$ cat src/rtl/grad_pkg.sv
// -----------------------------------------------------------------------------
// grad_pkg
// Shared constants for the gradient sum-of-squares block.
//   IN_WIDTH_DEF  : default signed width of one gradient component
//   OUT_WIDTH_DEF : default width of the sum-of-squares (square-root radical)
//   SAT_MAX       : largest radical representable at the default output width
//   cnt_width()   : counter width able to hold 0 .. depth-1 (never below 1)
// -----------------------------------------------------------------------------
package grad_pkg;

  localparam int IN_WIDTH_DEF  = 11;
  localparam int OUT_WIDTH_DEF = 21;

  // 2^OUT_WIDTH_DEF - 1
  localparam logic [OUT_WIDTH_DEF-1:0] SAT_MAX = {OUT_WIDTH_DEF{1'b1}};

  function automatic int cnt_width(input int depth);
    return (depth > 1) ? $clog2(depth) : 1;
  endfunction

endpackage

$ cat src/rtl/grad_abs_sq.sv
// -----------------------------------------------------------------------------
// grad_abs_sq
// Absolute value followed by square of one signed gradient component.
// Two register stages (S1 abs, S2 square), both advanced by en_i. Data
// registers carry no reset; the owning pipeline tracks validity.
// Ports:
//   clk_i  : clock, rising edge
//   en_i   : pipeline advance enable
//   g_i    : signed gradient component (two's complement)
//   sq_o   : unsigned square, registered at S2
// -----------------------------------------------------------------------------
module grad_abs_sq
  import grad_pkg::*;
#(
  parameter int IN_WIDTH = IN_WIDTH_DEF
) (
  input  logic                  clk_i,
  input  logic                  en_i,
  input  logic [IN_WIDTH-1:0]   g_i,
  output logic [2*IN_WIDTH-2:0] sq_o
);

  // (2^(IN_WIDTH-1))^2 needs 2*IN_WIDTH-1 bits, so the most-negative input
  // squares exactly instead of wrapping to zero.
  localparam int SQ_W = 2*IN_WIDTH - 1;

  // Result is unsigned IN_WIDTH bits, so -2^(IN_WIDTH-1) maps to 2^(IN_WIDTH-1).
  function automatic logic [IN_WIDTH-1:0] abs_fn(input logic signed [IN_WIDTH-1:0] v);
    logic [IN_WIDTH-1:0] u;
    u = v;
    return v[IN_WIDTH-1] ? (~u + 1'b1) : u;
  endfunction

  logic signed [IN_WIDTH-1:0] g_s;
  logic        [IN_WIDTH-1:0] abs_p1_d, abs_p1_q;
  logic        [SQ_W-1:0]     sq_p2_d,  sq_p2_q;

  assign g_s = g_i;

  always_comb begin
    abs_p1_d = abs_fn(g_s);
    sq_p2_d  = SQ_W'(abs_p1_q) * SQ_W'(abs_p1_q);
  end

  // ---- S1: absolute value ----
  always_ff @(posedge clk_i) begin
    if (en_i) abs_p1_q <= abs_p1_d;
  end

  // ---- S2: square ----
  always_ff @(posedge clk_i) begin
    if (en_i) sq_p2_q <= sq_p2_d;
  end

  assign sq_o = sq_p2_q;

endmodule

$ cat src/rtl/grad_sqsum.sv
// -----------------------------------------------------------------------------
// grad_sqsum
// Three-stage valid/ready pipeline computing radical = gx*gx + gy*gy for a
// downstream square root, with last-pixel-of-line tagging.
//   S1 abs, S2 square (grad_abs_sq x2), S3 sum -> radical.
// The whole pipeline advances together on en = !m_valid || m_ready; bubbles
// are kept, and a stalled output holds radical/m_last/m_valid.
// Build option: GRAD_SQSUM_SAT_EN
//   defined   : S3 saturates to 2^OUT_WIDTH-1, ovf is a sticky overflow flag
//   undefined : S3 keeps the OUT_WIDTH LSBs, ovf is tied to 0
// Ports:
//   clk_main  : clock, rising edge
//   sys_rst_n : asynchronous active-low reset
//   s_valid / s_ready / gx / gy        : input beat (signed gradients)
//   m_valid / m_ready / radical / m_last : output beat
//   ovf       : overflow indication (see build option)
// -----------------------------------------------------------------------------
module grad_sqsum
  import grad_pkg::*;
#(
  parameter int IN_WIDTH  = IN_WIDTH_DEF,
  parameter int OUT_WIDTH = OUT_WIDTH_DEF,
  parameter int IMG_WIDTH = 640
) (
  input  logic                 clk_main,
  input  logic                 sys_rst_n,
  input  logic                 s_valid,
  output logic                 s_ready,
  input  logic [IN_WIDTH-1:0]  gx,
  input  logic [IN_WIDTH-1:0]  gy,
  output logic                 m_valid,
  input  logic                 m_ready,
  output logic [OUT_WIDTH-1:0] radical,
  output logic                 m_last,
  output logic                 ovf
);

  localparam int SQ_W  = 2*IN_WIDTH - 1;
  // Sum width always keeps at least one bit above OUT_WIDTH so overflow is visible.
  localparam int SUM_W = (2*IN_WIDTH > OUT_WIDTH) ? 2*IN_WIDTH : OUT_WIDTH + 1;
  localparam int CNT_W = cnt_width(IMG_WIDTH);
  localparam logic [CNT_W-1:0]     CNT_MAX = CNT_W'(IMG_WIDTH - 1);
  localparam logic [OUT_WIDTH-1:0] LIMIT   = {OUT_WIDTH{1'b1}};

`ifdef GRAD_SQSUM_SAT_EN
  function automatic logic over_fn(input logic [SUM_W-1:0] s);
    return s > SUM_W'(LIMIT);
  endfunction

  function automatic logic [OUT_WIDTH-1:0] sat_fn(input logic [SUM_W-1:0] s);
    return over_fn(s) ? LIMIT : s[OUT_WIDTH-1:0];
  endfunction
`else
  function automatic logic [OUT_WIDTH-1:0] sat_fn(input logic [SUM_W-1:0] s);
    return s[OUT_WIDTH-1:0];
  endfunction
`endif

  logic                 en;
  logic [SQ_W-1:0]      sq_x_p2, sq_y_p2;
  logic [SUM_W-1:0]     sum_p2;

  logic                 vld_p1_d, vld_p1_q;
  logic                 vld_p2_d, vld_p2_q;
  logic                 vld_p3_d, vld_p3_q;
  logic [OUT_WIDTH-1:0] radical_p3_d, radical_p3_q;
  logic [CNT_W-1:0]     cnt_d, cnt_q;

  assign en      = !vld_p3_q || m_ready;
  assign s_ready = en;

  // ---- S1/S2: abs and square, one instance per component ----
  grad_abs_sq #(.IN_WIDTH(IN_WIDTH)) u_abs_sq_x (
    .clk_i (clk_main),
    .en_i  (en),
    .g_i   (gx),
    .sq_o  (sq_x_p2)
  );

  grad_abs_sq #(.IN_WIDTH(IN_WIDTH)) u_abs_sq_y (
    .clk_i (clk_main),
    .en_i  (en),
    .g_i   (gy),
    .sq_o  (sq_y_p2)
  );

  assign sum_p2 = SUM_W'(sq_x_p2) + SUM_W'(sq_y_p2);

  always_comb begin
    vld_p1_d     = vld_p1_q;
    vld_p2_d     = vld_p2_q;
    vld_p3_d     = vld_p3_q;
    radical_p3_d = radical_p3_q;
    if (en) begin
      vld_p1_d     = s_valid;
      vld_p2_d     = vld_p1_q;
      vld_p3_d     = vld_p2_q;
      radical_p3_d = sat_fn(sum_p2);
    end
    // Column position of the beat currently presented; moves only on transfer.
    cnt_d = cnt_q;
    if (vld_p3_q && m_ready) begin
      cnt_d = (cnt_q == CNT_MAX) ? '0 : cnt_q + 1'b1;
    end
  end

  // ---- S3: sum register plus pipeline control ----
  always_ff @(posedge clk_main or negedge sys_rst_n) begin
    if (!sys_rst_n) begin
      vld_p1_q     <= 1'b0;
      vld_p2_q     <= 1'b0;
      vld_p3_q     <= 1'b0;
      radical_p3_q <= '0;
      cnt_q        <= '0;
    end else begin
      vld_p1_q     <= vld_p1_d;
      vld_p2_q     <= vld_p2_d;
      vld_p3_q     <= vld_p3_d;
      radical_p3_q <= radical_p3_d;
      cnt_q        <= cnt_d;
    end
  end

`ifdef GRAD_SQSUM_SAT_EN
  logic ovf_d, ovf_q;

  // Only a real beat entering S3 can raise the flag; it then sticks.
  assign ovf_d = ovf_q | (en & vld_p2_q & over_fn(sum_p2));

  always_ff @(posedge clk_main or negedge sys_rst_n) begin
    if (!sys_rst_n) ovf_q <= 1'b0;
    else            ovf_q <= ovf_d;
  end

  assign ovf = ovf_q;
`else
  logic unused_sum_hi;
  assign unused_sum_hi = ^sum_p2[SUM_W-1:OUT_WIDTH];
  assign ovf           = 1'b0;
`endif

  assign m_valid = vld_p3_q;
  assign radical = radical_p3_q;
  assign m_last  = vld_p3_q && (cnt_q == CNT_MAX);

endmodule
$ cat config.mk
export PLATFORM = sky130hd
export DESIGN_NAME = grad_sqsum
export DESIGN_NICKNAME = d
export VERILOG_FILES = /design/src/rtl/grad_pkg.sv /design/src/rtl/grad_abs_sq.sv /design/src/rtl/grad_sqsum.sv
export SDC_FILE = /design/constraint.sdc
export NUM_CORES = 1
export LEC_CHECK = 0
export ABC_AREA = 1
export CAP_MARGIN = 10
export CORE_ASPECT_RATIO = 0.7
export CORE_UTILIZATION = 63
export CTS_BUF_LIST = sky130_fd_sc_hd__clkbuf_8 sky130_fd_sc_hd__clkbuf_16
export DETAILED_ROUTE_END_ITERATION = 8
export PLACE_DENSITY = 0.91
export SYNTH_ARGS = -nofsm -noshare
export SYNTH_HDL_FRONTEND = slang
export SYNTH_HIERARCHICAL = 1
export SYNTH_SLANG_ARGS = --single-unit
$ cat constraint.sdc
create_clock -name clk_main -period 6.9 [get_ports clk_main]
set_clock_uncertainty 0.1 [all_clocks]
set_input_delay 0.69 -clock clk_main [delete_from_list [all_inputs] [get_ports clk_main]]
set_output_delay 0.69 -clock clk_main [all_outputs]
set_load 0.02 [all_outputs]
==> run summary <==
status - completed
Critical Path AT - 5.19 ns
diodes inserted - 0
vias per cell - 5.33
syn avg cell area - 7.88 um^2
htree depth - 3
max frequency - 193 MHz
first-pass GRT wire length - 43.9 mm
ys flop type - edfxtp_1
chip height - 117 um
Yosys cell types - 39
TritonRoute pass-1 iters - 5
Final GP Congestion - 0.949
width of the die - 167 um
Least-Margin Pin Slew - 0.781 ns
worst skew pair latency - 0.36 ns
register area share after synthesis - 0.226
Crit. End Element - flop
crit start category - flop
Reg clk slew, reported paths - 0.07 ns
gr ovfl total - 0
initial detailed-routing violation count - 775
max-slew violation count - 0
number of flops mapped to enable cells by yosys - 62
gr usage total - 0.276
Worst path slowest cell - edfxtp_1
Num CTS Buffers - 9
Layout Nets - 1832
DR DRC count - 0
ys async rst share - 0.354
post-DP HPWL - 20.7 mm
RSZ-0062 raised after global routing - no
Final Cycle Share - 0.751
clock tree root buffer cell - clkbuf_16
layout cells sized above 1 - 0.0392
setup TNS - 0 ns
starting density of the core - 0.655
Die Area - 19600 um^2
max_cap viols - 0
largest net degree at the start of global routing - 44
worst path required time - 6.91 ns
Core Box Area - 18300 um^2
clk buf depth - 2
Routed Antenna Nets - 0
# setup viols final - 0
CTS-repair resized insts - 0
Hold Vio Cnt, Final - 0
HP Class - flop to flop
TritonCTS clock tree - done
CP Cell Sequence - nand2_1 > fa_1 > inv_1 > fa_1 > inv_1 > fa_1 > inv_1 > fa_1 > inv_1 > fa_1 > inv_1 > ha_1 > nand2_2 > inv_1 > a21oi_1 > nand2_1 > nand2_1 > nand2_1 > nand2_1 > nand2_1
cts hold-fix bufs - 0
vias post-DR - 9554
yosys warns - 6
Placement Rows - 41
# IOs - 51
Slew HR - 0.479
vias in the first global route - 9623
CP Max Fanout - 12
Post-Synthesis Cells - 1522
clk sinks - 96
Max stage delay on crit path - 0.72 ns
mapped cell area - 12000 um^2
Crit Path Class - flop to flop
Syn Nets - 1802
Seq cells post-synth - 96
DR WL/cell - 14.0 um
Syn-to-layout area delta - 7.99%
PortBufs - 49
Final min period - 5.18 ns
Routed WL - 25.1 mm
# Post-CTS Setup Buffers - 0
initial antenna violation count - 0
-- cells in the mapped netlist (all sizes together), types with 3 or more instances --
cell / number / area [um^2]
nand3: 65 / 355
xor2: 35 / 307
ha: 125 / 1560
and2: 4 / 25.0
inv: 370 / 1390
fa: 129 / 2580
a21oi: 53 / 273
dfrtp: 34 / 851
a21o: 6 / 47.6
o21bai: 3 / 22.5
nand3b: 8 / 60.1
conb: 3 / 11.3
o21ai: 27 / 135
nor3: 12 / 71.3
xnor2: 20 / 175
edfxtp: 62 / 1860
nand4: 7 / 50.1
nor2: 80 / 313
buf: 9 / 65.1
nand2: 437 / 1680
clkbuf: 24 / 90.1
-- path summary, 6_finish.rpt --
check	start	to	slack, ns	cells past startpoint
min in group asynchronous	sys_rst_n	radical[20]$_DFFE_PN0P_	0.63	2
setup / recovery	u_abs_sq_y/abs_p1_q[2]$_DFFE_PP_	u_abs_sq_y/sq_o[18]$_DFFE_PP_	1.72	20
hold reg to reg	radical[5]$_DFFE_PN0P_	radical[5]$_DFFE_PN0P_	0.39	2
setup reg to reg	u_abs_sq_y/abs_p1_q[2]$_DFFE_PP_	u_abs_sq_y/sq_o[18]$_DFFE_PP_	1.72	20
max in group asynchronous	sys_rst_n	radical[8]$_DFFE_PN0P_	5.78	2
hold / removal	radical[5]$_DFFE_PN0P_	radical[5]$_DFFE_PN0P_	0.39	2
-- cells in the final DEF (no fill, tap or decap), types with 8 or more instances in the layout --
cell type | Yosys | routed
nand2_1 | 423 | 423
a21oi_1 | 51 | 51
edfxtp_1 | 62 | 62
nor3_1 | 11 | 11
ha_1 | 125 | 125
o21ai_0 | 26 | 26
xor2_1 | 35 | 35
clkdlybuf4s50_1 | 0 | 49
fa_1 | 129 | 129
clkbuf_16 | 0 | 10
inv_1 | 362 | 362
nand3_1 | 59 | 59
nand2_2 | 14 | 14
nor2_1 | 75 | 74
nand3b_1 | 8 | 8
xnor2_1 | 20 | 20
dfrtp_1 | 34 | 34
-- worst max-delay path, delay by kind of cell, from the launching register on --
kind / cells / cell delay (ns)
AOI/OAI and AO/OA: 1 / 0.13
buffers and inverters: 6 / 0.30
adders and majority gates: 6 / 2.96
DFF: 1 / 0.72
and+or+nand+nor: 7 / 0.70
-- flip-flops by register name (all words and copies together), names as in the netlist --
signal	count
cnt_q	10
m_valid	1
radical	21
u_abs_sq_x/abs_p1_q	11
u_abs_sq_x/sq_o	20
u_abs_sq_y/abs_p1_q	11
u_abs_sq_y/sq_o	20
vld_p1_q	1
vld_p2_q	1
-- stage by stage --
| step | cells | utilization | hold slack (ns) | instance area [um^2] | setup slack (ns) |
|---|---|---|---|---|---|
| after floorplan | 1522 | - | 0.294 | 12000 | 2.04 |
| after global placement | 1777 | 0.691 | 0.335 | 12600 | 1.87 |
| after detailed placement | 1777 | 0.691 | 0.375 | 12600 | 1.77 |
| after CTS | 1793 | 0.707 | 0.390 | 12900 | 1.75 |
| after global routing | 1793 | 0.707 | 0.419 | 12900 | 1.44 |
| final | 1793 | 0.707 | 0.386 | 12900 | 1.72 |
-- cell families (layout without fill, tap and decap cells) --
group / after synthesis / in the layout / synth area share
AND/OR/NAND/NOR: 618 / 618 / 0.215
buffers and inverters: 403 / 438 / 0.129
adder cells (fa/ha/maj): 254 / 254 / 0.346
flip-flops: 96 / 96 / 0.226
AO/OA/AOI/OAI: 93 / 93 / 0.0423
XOR/XNOR: 55 / 55 / 0.0402
other: 3 / 3 / 0.000939
-- metal layers --
metal  vias to the layer above  share of wire  track usage
met4                         0          0.014       0.0573
met3                        31          0.075       0.0378
met2                       352           0.46        0.455
li1                       4641              -            -
met1                      4530           0.45        0.391
met5                         -              0            0
-- final cells by class --
| type | instances | area (um^2) |
|---|---|---|
| clock inverters | 6 | 52.6 |
| inverters | 370 | 1390 |
| well taps | 236 | 295 |
| fillers | 1436 | 5370 |
| repair buffers | 52 | 513 |
| multi-input cells | 1023 | 7730 |
| clock buffers | 10 | 250 |
| flip-flops and latches | 96 | 2710 |
Power is left out: the tool's default activity adds up to more than one toggle a clock period on the data nets, which glitch-free logic cannot reach.
